$ cat src/rtl/tdm_mux_4x1_pkg.sv
// Shared constants and types for the 4-channel TDM transmitter.
// Also holds the state enum and the slot index type.
package tdm_pkg;

    localparam int N_CH  = 4;
    localparam int SEL_W = 2;

    typedef enum logic [0:0] {
        IDLE = 1'b0,
        RUN  = 1'b1
    } tdm_state_e;

    typedef logic [SEL_W-1:0] slot_t;

endpackage

$ cat src/rtl/tdm_mux_4x1_if.sv
// Channel-side and line-side signals of the TDM transmitter.
// The slave modport is the transmitter itself; master is whoever drives it.
interface tdm_mux_4x1_if;
    import tdm_pkg::*;

    logic            en;
    logic [N_CH-1:0] ch_in;
    logic [N_CH-1:0] ch_req;
    logic [N_CH-1:0] ch_ack;
    logic            d;
    slot_t           x;
    logic            d_valid;
    logic            frame_start;

    modport master (
        output en, ch_in, ch_req,
        input  ch_ack, d, x, d_valid, frame_start
    );

    modport slave (
        input  en, ch_in, ch_req,
        output ch_ack, d, x, d_valid, frame_start
    );

endinterface

$ cat src/rtl/tdm_mux_4x1_slot_timer.sv
// Slot divider and round-robin slot index for the TDM transmitter.
// The boundary pulse and slot index describe the edge about to happen.
module tdm_slot_timer
    import tdm_pkg::*;
#(
    parameter int SLOT_CYCLES = 1,
    parameter int DIV_W       = 8
) (
    input  logic  clk,
    input  logic  rst_n,
    input  logic  run,
    output logic  boundary,
    output slot_t slot
);

    localparam logic [DIV_W-1:0] DIV_LAST = DIV_W'(SLOT_CYCLES - 1);

    logic [DIV_W-1:0] div_r;
    slot_t            slot_r;
    logic             active_r;
    logic             wrap_s;

    // Entering RUN always starts slot 0; otherwise advance on divider wrap.
    always_comb begin
        wrap_s   = (div_r == DIV_LAST);
        boundary = run & (~active_r | wrap_s);
        if (active_r) begin
            slot = slot_r + {{(SEL_W-1){1'b0}}, 1'b1};
        end else begin
            slot = {SEL_W{1'b0}};
        end
    end

    // Divider, current slot and "already running" flag.
    always_ff @(posedge clk or negedge rst_n) begin
        if (!rst_n) begin
            div_r    <= {DIV_W{1'b0}};
            slot_r   <= {SEL_W{1'b0}};
            active_r <= 1'b0;
        end else if (!run) begin
            div_r    <= {DIV_W{1'b0}};
            slot_r   <= {SEL_W{1'b0}};
            active_r <= 1'b0;
        end else if (boundary) begin
            div_r    <= {DIV_W{1'b0}};
            slot_r   <= slot;
            active_r <= 1'b1;
        end else begin
            div_r    <= div_r + DIV_W'(1'b1);
            active_r <= 1'b1;
        end
    end

endmodule

$ cat src/rtl/tdm_mux_4x1.sv
// Four-channel time-division transmitter feeding a 2x4 demux: request/ack
// capture per channel, IDLE/RUN control and registered d/x/d_valid/frame_start.
module tdm_mux_4x1
    import tdm_pkg::*;
#(
    parameter int SLOT_CYCLES = 1,
    parameter int DIV_W       = 8
) (
    input logic            clk,
    input logic            rst_n,
    tdm_mux_4x1_if.slave   bus
);

    tdm_state_e      state_r;
    tdm_state_e      state_next_s;
    logic            run_s;
    logic            boundary_s;
    slot_t           slot_s;

    logic [N_CH-1:0] pending_r;
    logic [N_CH-1:0] hold_r;
    logic [N_CH-1:0] ack_r;
    logic [N_CH-1:0] capture_s;
    logic [N_CH-1:0] drain_s;

    logic            d_r;
    slot_t           x_r;
    logic            d_valid_r;
    logic            frame_start_r;

    // Next-state logic: en is level-sensitive in both states.
    always_comb begin
        state_next_s = state_r;
        case (state_r)
            IDLE: begin
                if (bus.en) state_next_s = RUN;
                else        state_next_s = IDLE;
            end
            RUN: begin
                if (bus.en) state_next_s = RUN;
                else        state_next_s = IDLE;
            end
            default: state_next_s = IDLE;
        endcase
    end

    assign run_s = (state_next_s == RUN);

    tdm_slot_timer #(
        .SLOT_CYCLES (SLOT_CYCLES),
        .DIV_W       (DIV_W)
    ) u_slot_timer (
        .clk      (clk),
        .rst_n    (rst_n),
        .run      (run_s),
        .boundary (boundary_s),
        .slot     (slot_s)
    );

    // Capture looks at the old pending bit, so a drain on the same edge wins.
    always_comb begin
        capture_s = bus.ch_req & ~pending_r;
        drain_s   = {N_CH{1'b0}};
        if (boundary_s) begin
            drain_s[slot_s] = 1'b1;
        end else begin
            drain_s = {N_CH{1'b0}};
        end
    end

    // FSM state register.
    always_ff @(posedge clk or negedge rst_n) begin
        if (!rst_n) begin
            state_r <= IDLE;
        end else begin
            state_r <= state_next_s;
        end
    end

    // Per-channel capture registers and one-cycle acknowledge.
    always_ff @(posedge clk or negedge rst_n) begin
        if (!rst_n) begin
            pending_r <= {N_CH{1'b0}};
            hold_r    <= {N_CH{1'b0}};
            ack_r     <= {N_CH{1'b0}};
        end else begin
            ack_r     <= capture_s;
            pending_r <= capture_s | (pending_r & ~drain_s);
            hold_r    <= (capture_s & bus.ch_in) | (~capture_s & hold_r);
        end
    end

    // Line outputs: loaded at slot boundaries, cleared whenever heading to IDLE.
    always_ff @(posedge clk or negedge rst_n) begin
        if (!rst_n) begin
            d_r           <= 1'b0;
            x_r           <= {SEL_W{1'b0}};
            d_valid_r     <= 1'b0;
            frame_start_r <= 1'b0;
        end else if (state_next_s == IDLE) begin
            d_r           <= 1'b0;
            x_r           <= {SEL_W{1'b0}};
            d_valid_r     <= 1'b0;
            frame_start_r <= 1'b0;
        end else if (boundary_s) begin
            x_r           <= slot_s;
            d_valid_r     <= pending_r[slot_s];
            d_r           <= pending_r[slot_s] & hold_r[slot_s];
            frame_start_r <= (slot_s == {SEL_W{1'b0}});
        end else begin
            frame_start_r <= 1'b0;
        end
    end

    assign bus.ch_ack      = ack_r;
    assign bus.d           = d_r;
    assign bus.x           = x_r;
    assign bus.d_valid     = d_valid_r;
    assign bus.frame_start = frame_start_r;

endmodule
$ cat src/flat_wrapper.sv
// flat-port wrapper written by rule: the top's interface ports become plain ports
module tdm_mux_4x1_flat import tdm_pkg::*;
#(
    parameter int SLOT_CYCLES = 1,
    parameter int DIV_W       = 8
)
  (clk, rst_n, bus_en, bus_ch_in, bus_ch_req, bus_ch_ack, bus_d, bus_x, bus_d_valid, bus_frame_start);
  tdm_mux_4x1_if bus_i ();
  input logic clk;
  input logic rst_n;
  input wire logic [$bits(bus_i.en)-1:0] bus_en;
  input wire logic [$bits(bus_i.ch_in)-1:0] bus_ch_in;
  input wire logic [$bits(bus_i.ch_req)-1:0] bus_ch_req;
  output wire logic [$bits(bus_i.ch_ack)-1:0] bus_ch_ack;
  output wire logic [$bits(bus_i.d)-1:0] bus_d;
  output wire logic [$bits(bus_i.x)-1:0] bus_x;
  output wire logic [$bits(bus_i.d_valid)-1:0] bus_d_valid;
  output wire logic [$bits(bus_i.frame_start)-1:0] bus_frame_start;
  assign bus_i.en = bus_en;
  assign bus_i.ch_in = bus_ch_in;
  assign bus_i.ch_req = bus_ch_req;
  assign bus_ch_ack = bus_i.ch_ack;
  assign bus_d = bus_i.d;
  assign bus_x = bus_i.x;
  assign bus_d_valid = bus_i.d_valid;
  assign bus_frame_start = bus_i.frame_start;
  tdm_mux_4x1 #(.SLOT_CYCLES(SLOT_CYCLES), .DIV_W(DIV_W)) u_core (.clk(clk), .rst_n(rst_n), .bus(bus_i));
endmodule
$ cat config.mk
export PLATFORM = sky130hd
export DESIGN_NAME = tdm_mux_4x1_flat
export DESIGN_NICKNAME = d
export VERILOG_FILES = /design/src/rtl/tdm_mux_4x1_pkg.sv /design/src/rtl/tdm_mux_4x1_if.sv /design/src/rtl/tdm_mux_4x1_slot_timer.sv /design/src/rtl/tdm_mux_4x1.sv /design/src/flat_wrapper.sv
export SDC_FILE = /design/constraint.sdc
export NUM_CORES = 1
export LEC_CHECK = 0
export CAP_MARGIN = 10
export CORE_MARGIN = 5
export CORE_UTILIZATION = 45
export CTS_BUF_LIST = sky130_fd_sc_hd__clkbuf_4
export DETAILED_ROUTE_END_ITERATION = 10
export PLACE_DENSITY = 0.7
export SYNTH_ARGS = -nofsm -noshare
export SYNTH_HDL_FRONTEND = slang
export SYNTH_SLANG_ARGS = --single-unit
export TNS_END_PERCENT = 10
$ cat constraint.sdc
create_clock -name clk -period 3.06 [get_ports clk]
set_clock_uncertainty 0.2 [all_clocks]
set_input_delay 0.612 -clock clk [delete_from_list [all_inputs] [get_ports clk]]
set_output_delay 0.612 -clock clk [all_outputs]
set_load 0.01 [all_outputs]
==> results of run 1 <==
## cell families after synthesis
kind of cell,after synthesis
AND/OR/NAND/NOR,39
flip-flops,26
AO/OA/AOI/OAI,13
XOR/XNOR,8
buffers and inverters,5
multiplexers,5
adder cells (fa/ha/maj),2
## power groups by stage
stage	registers, W	clock network [W]	logic, W
6_report	0.000408	0.000145	0.000109
5_1_grt	0.000415	0.000169	0.000120
4_1_cts	0.000408	0.000154	0.000112
3_5_place_dp	0.000415	0	0.000111
3_3_place_gp	0.000414	0	0.000110
2_1_floorplan	0.000413	0	0.0000570
## cell type report
cell class | count | area share, %
inverter | 3 | 0.8101
clock buffer | 3 | 1.620
tap | 30 | 2.700
multi-input combinational | 67 | 33.57
clock inverter | 1 | 0.2700
timing repair buffer | 20 | 14.22
sequential | 26 | 46.80
## path summary, 6_finish.rpt
kind                       cells after the start                         start                      endpoint
max in group asynchronous                      2                         rst_n           u_core.pending_r[3]
max                                            1               u_core.bus.x[1]                      bus_x[1]
min                                            1  u_core.u_slot_timer.div_r[0]  u_core.u_slot_timer.div_r[0]
min in group asynchronous                      2                         rst_n  u_core.u_slot_timer.div_r[0]
max reg2reg                                    6  u_core.u_slot_timer.div_r[0]           u_core.pending_r[2]
min reg2reg                                    1  u_core.u_slot_timer.div_r[0]  u_core.u_slot_timer.div_r[0]
## through the flow
step	worst slack, ns	utilization [%]	cells	hold WS, ns
2_1_floorplan	1.350	-	98	0.1164
4_1_cts	0.7457	56.63	150	0.3062
3_3_place_gp	0.8750	55.56	146	0.2742
6_report	0.7765	56.63	150	0.3059
3_5_place_dp	0.8417	55.56	146	0.2857
5_1_grt	0.7147	56.63	150	0.3178
## cells in the final DEF, fill, tap and decap left out
master            n
and2_2            1
nand3_1           6
or3_1             1
and3_2            1
or2b_2            1
clkbuf_4          3
o21ai_0           2
a32o_1            2
clkdlybuf4s50_1  19
nor3b_1           1
xor2_1            4
nor2_1           13
xnor2_1           4
mux2_2            5
o21ai_1           1
nor4_4            1
inv_1             3
ha_1              2
nor3_1            1
clkinv_1          1
a22oi_1           1
dfrtp_1          26
nor2b_1           6
o22ai_1           1
a31oi_1           3
nor3b_2           1
and3_1            1
nand2_2           1
a21o_1            2
nand2_1           2
and2_1            2
a211oi_1          1
buf_4             1
## routing by layer
metal | track usage (%) | share of wire, % | vias to the layer above
met5 | 0 | 0 | -
met4 | 8.228 | 1.8 | 0
met3 | 3.456 | 4.9 | 4
met2 | 20.06 | 48 | 18
met1 | 16.15 | 45 | 360
li1 | - | - | 377
==> impl_metrics.py, run 1 <==
metrics = {
    "synth": {
        "synth_top_family_by_area": "simple AND/OR/NAND/NOR gates",
        "synth_nets": 111,
        "syn_area_um2": 1139,
        "yosysUniqueCellTypes": 30,
        "synthMuxAreaShare_pct": 4.945,
        "synth_compound_area_share_pct": 7.912,
        "synth_area_leaders": "dfrtp_1 57%, mux2_2 4.9%, nor2_1 4.3%, nor2b_1 3.3%, xnor2_1 3.1%",
        "yosysMostFrequentCell": "dfrtp_1",
        "synth_top_area_cell": "dfrtp_1",
        "synth-simple-area-share_pct": 19.78,
        "yosys_warnings": 0,
        "avgSynthCellArea_um2": 11.62,
        "synth.ff_latch_count": 26,
        "synth_flop_cell": "dfrtp_1",
        "yosysTopAreaCellShare_pct": 57.14,
        "yosys-top-cells-count": "26 x dfrtp_1, 13 x nor2_1, 6 x nand3_1, 6 x nor2b_1, 5 x mux2_2",
        "synth_edf_count": 0,
        "async_flop_share_pct": 100.0,
        "synth_xor_area_share_pct": 6.154,
        "ys_seq_area_share_pct": 57.14,
        "synthAdderAreaFrac_pct": 2.198,
        "synthCells": 98,
    },
    "global_route": {
        "grt_max_degree": 27,
        "antenna_found_initial": 0,
        "grt.overflow.total": 0,
        "grt_pass1_vias": 802,
        "grt_pass1_wl_um": 3422,
        "grtUsageTotal_pct": 13.03,
    },
    "power": {
        "p_sw_w": 0.0001633,
        "p_per_area_nw_per_um2": 476.3,
        "sw_frac_of_total_pct": 24.67,
        "leakagePower_nw": 0.5822,
        "seqPwrFrac_pct": 61.7,
        "power.internal_w": 0.0004988,
        "share_comb_of_total_power_pct": 16.5,
        "p_clk_share_pct": 21.9,
        "peakVddDrop_v": 0.0003663,
        "power_w": 0.0006621,
    },
    "detailed_routing": {
        "vias": 759,
        "drcViolationCount": 0,
        "drt_pass1_iterations": 4,
        "drtAntennaViolNets": 0,
        "wire_per_inst_um": 13.39,
        "drt_iter0_drc": 25,
        "drt_wl_total_um": 2008,
        "viasPerCell": 5.060,
    },
    "sta": {
        "hold_viol_final": 0,
        "max_freq_mhz": 437.9,
        "min_period_over_period_pct": 74.63,
        "maxSlewHeadroom_pct": 78.58,
        "rsz0062_at_grt": "false",
        "tightest_slew_ns": 0.3214,
        "finalCriticalPeriod_ns": 2.284,
        "maxSlewViolCount": 0,
        "setup_violations": 0,
        "setup_tns_ns": 0,
    },
    "worst_setup_path": {
        "worstPathCellList": "clkdlybuf4s50_1",
        "worst_ep_required_time_ns": 2.25,
        "slowest_stage": "clkdlybuf4s50_1",
        "path_class": "flop to primary output",
        "critPathMaxFanout": 9,
        "start_kind": "flop",
        "cp.arrival_ns": 1.47,
        "path_buf_inv": 1,
        "reg2reg_setup_slack_ns": 1.19,
        "cp_top_family": "buffers and inverters",
        "crit_path_end_kind": "primary output",
        "critPathMaxStageDelay_ns": 0.60,
    },
    "placement": {
        "port_buffers": 19,
        "dp_hpwl_um": 1449,
        "place_congestion": 0.7819,
        "dpl_cell_area_um2": 1364,
    },
    "clocking": {
        "cts_setup_buffers": 0,
        "cts_resized": 0,
        "cts_tree": "yes",
        "clk_path_buf_depth": 2,
        "htree_num_levels": 1,
        "clockRootBuffer": "clkbuf_4",
        "insertion_delay_ns": 0.32,
        "clk_transition_reported_paths_ns": 0.14,
        "cts.sinks": 26,
        "hold_buffers": 0,
        "cts_inserted_buffers": 3,
    },
    "cells_and_area": {
        "synthToLayoutAreaGrowth_pct": 22.09,
        "final_nets": 134,
        "finalInstanceArea_um2": 1390,
        "antennaDiodeCount": 0,
        "multiInputGateArea_um2": 466.7,
        "seqCellArea_um2": 650.6,
        "layout-drive-gt1-share_pct": 12.50,
        "fillCellCount": 212,
    },
    "run": {
        "drv_cap": 0,
    },
    "die": {
        "die_y_um": 60.30,
        "die_area_um2": 3636,
        "core_area_um2": 2455,
        "start_util_pct": 46.38,
        "die_x_um": 60.30,
        "rows": 18,
        "num_io_pins": 20,
    },
    "hold_path": {
        "min_path_type": "flop to flop",
    },
    "status": {
        "status": "completed",
    },
}
Note: power is estimated with default switching activity, not from simulation.
==> run 2: changes to the inputs <==
- PLACE_DENSITY: 0.7 -> 0.73
- clock period: 3.06 -> 2 ns (I/O delays scaled with it)
==> run 2 against run 1 <==
  * First-iteration DRC count decreased by 68%
  * Flip-flop and latch count unchanged
  * Design area increased by 1.5%
  * Critical path depth unchanged
  * Routed wire length increased by 5.2%
  * Core utilization increased by 0.87 points
  * Global-route usage increased by 0.52 points
  * Non-clock buffer count increased by 3
  * Sequential power increased by 53%
  * Critical endpoint is now bus_x[0]
  * Highest routed layer unchanged
==> impl_metrics.py, run 2 (synthesis gave the netlist of run 1 again) <==
metrics = {
    "worst_setup_path": {
        "worst_ep_required_time_ns": 1.40,
        "path_buf_inv": 1,
        "cp.arrival_ns": 1.33,
        "reg2reg_setup_slack_ns": 0.14,
        "cp_top_family": "buffers and inverters",
        "critPathMaxFanout": 9,
        "worstPathCellList": "clkdlybuf4s50_1",
        "critPathMaxStageDelay_ns": 0.56,
        "path_class": "flop to primary output",
        "r2r_cells": 6,
        "r2r_start": "u_core.u_slot_timer.div_r[0]",
        "slowest_stage": "clkdlybuf4s50_1",
        "start_kind": "flop",
        "worstReg2RegEnd": "u_core.pending_r[2]",
        "crit_path_end_kind": "primary output",
    },
    "clocking": {
        "cts_inserted_buffers": 3,
        "cts.sinks": 26,
        "cts_tree": "yes",
        "clockRootBuffer": "clkbuf_4",
        "clk_transition_reported_paths_ns": 0.13,
        "hold_buffers": 0,
        "htree_num_levels": 1,
        "clk_path_buf_depth": 2,
        "insertion_delay_ns": 0.31,
    },
    "die": {
        "die_x_um": 60.30,
        "start_util_pct": 46.38,
        "rows": 18,
        "core_area_um2": 2455,
        "die_area_um2": 3636,
        "num_io_pins": 20,
        "die_y_um": 60.30,
    },
    "detailed_routing": {
        "drcViolationCount": 0,
        "wire_per_inst_um": 13.89,
        "drt_iter0_drc": 8,
        "drt_wl_total_um": 2112,
        "drtAntennaViolNets": 0,
        "drt_pass1_iterations": 4,
        "viasPerCell": 5.086,
        "vias": 773,
    },
    "global_route": {
        "use_met3_pct": 2.160,
        "antenna_found_initial": 0,
        "grt.overflow.total": 0,
        "grt_pass1_vias": 825,
        "grt_pass1_wl_um": 3698,
        "grt_use_met1_pct": 17.46,
        "gr-usage-met2_pct": 22.53,
        "top_usage_layer": "met2",
        "grt_max_degree": 27,
        "grtUsageTotal_pct": 13.54,
    },
    "placement": {
        "place_congestion": 0.7719,
        "dp_hpwl_um": 1528,
        "placed_cells": 148,
        "port_buffers": 19,
    },
    "cells_and_area": {
        "mostFrequentLayoutCell": "dfrtp_1",
        "final_nets": 137,
        "antennaDiodeCount": 0,
        "stdcell_count": 152,
        "synthToLayoutAreaGrowth_pct": 23.96,
        "final_cell_mix": "24 x dfrtp_1, 19 x clkdlybuf4s50_1, 13 x nor2_1",
        "layout-drive-gt1-share_pct": 16.39,
    },
    "run": {
        "drv_cap": 0,
    },
    "power": {
        "power.internal_w": 0.0007645,
        "peakVddDrop_v": 0.0005676,
        "share_comb_of_total_power_pct": 17.4,
        "seqPwrFrac_pct": 62.0,
        "p_per_area_nw_per_um2": 714.3,
        "leakagePower_nw": 0.5923,
        "sw_frac_of_total_pct": 24.17,
        "p_clk_share_pct": 20.6,
        "p_sw_w": 0.0002437,
    },
    "sta": {
        "maxSlewViolCount": 0,
        "tightest_slew_ns": 0.3283,
        "maxSlewHeadroom_pct": 78.11,
        "finalCriticalPeriod_ns": 1.928,
        "max_freq_mhz": 518.5,
        "rsz0062_at_grt": "false",
        "min_period_over_period_pct": 96.42,
        "setup_violations": 0,
        "hold_viol_final": 0,
        "setup_tns_ns": 0,
    },
    "status": {
        "status": "completed",
    },
    "hold_path": {
        "min_path_type": "primary input to async pin",
    },
}
run 2: area by class of cell:
| class | instances | area, µm² |
|---|---|---|
| fill | 215 | 1044 |
| sequential | 26 | 653.1 |
| multi-input combinational | 67 | 466.7 |
| timing repair buffer | 23 | 220.2 |
| tap | 30 | 37.54 |
| clock buffer | 3 | 22.52 |
| inverter | 3 | 11.26 |
run 2: worst max path at each step:
stage	to	slack [ns]	cells past startpoint	startpoint
after CTS	bus_x[1]	0.03	1	u_core.bus.x[1]
after detailed placement	u_core.pending_r[2]	0.16	6	u_core.u_slot_timer.div_r[0]
after floorplan	u_core.pending_r[2]	0.29	6	u_core.u_slot_timer.div_r[0]
after global routing	u_core.pending_r[2]	0.001	6	u_core.u_slot_timer.div_r[0]
final	bus_x[0]	0.07	1	u_core.bus.x[0]
after global placement	u_core.pending_r[3]	0.17	5	bus_en
run 2: repair_timing:
action | 4_1_cts | 5_1_grt
endpoints found under the setup margin | 2 | 1
endpoints found under the hold margin | 0 | 0
buffers inserted | 0 | 1
gates resized for setup | 2 | 0
pin swaps | 0 | 0
run 2: power by group through the flow:
| stage | Sequential [W] | Combinational (W) | Clock (W) |
|---|---|---|---|
| final | 0.000625 | 0.000175 | 0.000208 |
| after CTS | 0.000626 | 0.000177 | 0.000223 |
| after global routing | 0.000634 | 0.000193 | 0.000241 |
| after global placement | 0.000635 | 0.000172 | 0 |
| after floorplan | 0.000632 | 0.0000871 | 0 |
| after detailed placement | 0.000636 | 0.000175 | 0 |
run 2: metal layers:
| metal | vias to the layer above | part of all wire, % | wire, µm |
|---|---|---|---|
| li1 | 384 | - | - |
| met1 | 378 | 46 | 969 |
| met2 | 9 | 50 | 1064 |
| met3 | 2 | 3.1 | 65 |
| met4 | 0 | 0.62 | 13 |
| met5 | - | 0 | 0 |
run 2: through the flow:
stage / area [µm²] / hold WS (ns) / utilization, % / setup slack, ns / total power, W
6_report: 1411 / 0.2394 / 57.49 / 0.07151 / 0.001008
4_1_cts: 1404 / 0.2361 / 57.19 / 0.03491 / 0.001026
5_1_grt: 1411 / 0.2450 / 57.49 / 0.001155 / 0.001068
2_1_floorplan: 1139 / -0.09559 / - / 0.2902 / 0.0007189
3_3_place_gp: 1379 / 0.2576 / 56.17 / 0.1706 / 0.0008065
3_5_place_dp: 1379 / 0.2808 / 56.17 / 0.1634 / 0.0008109
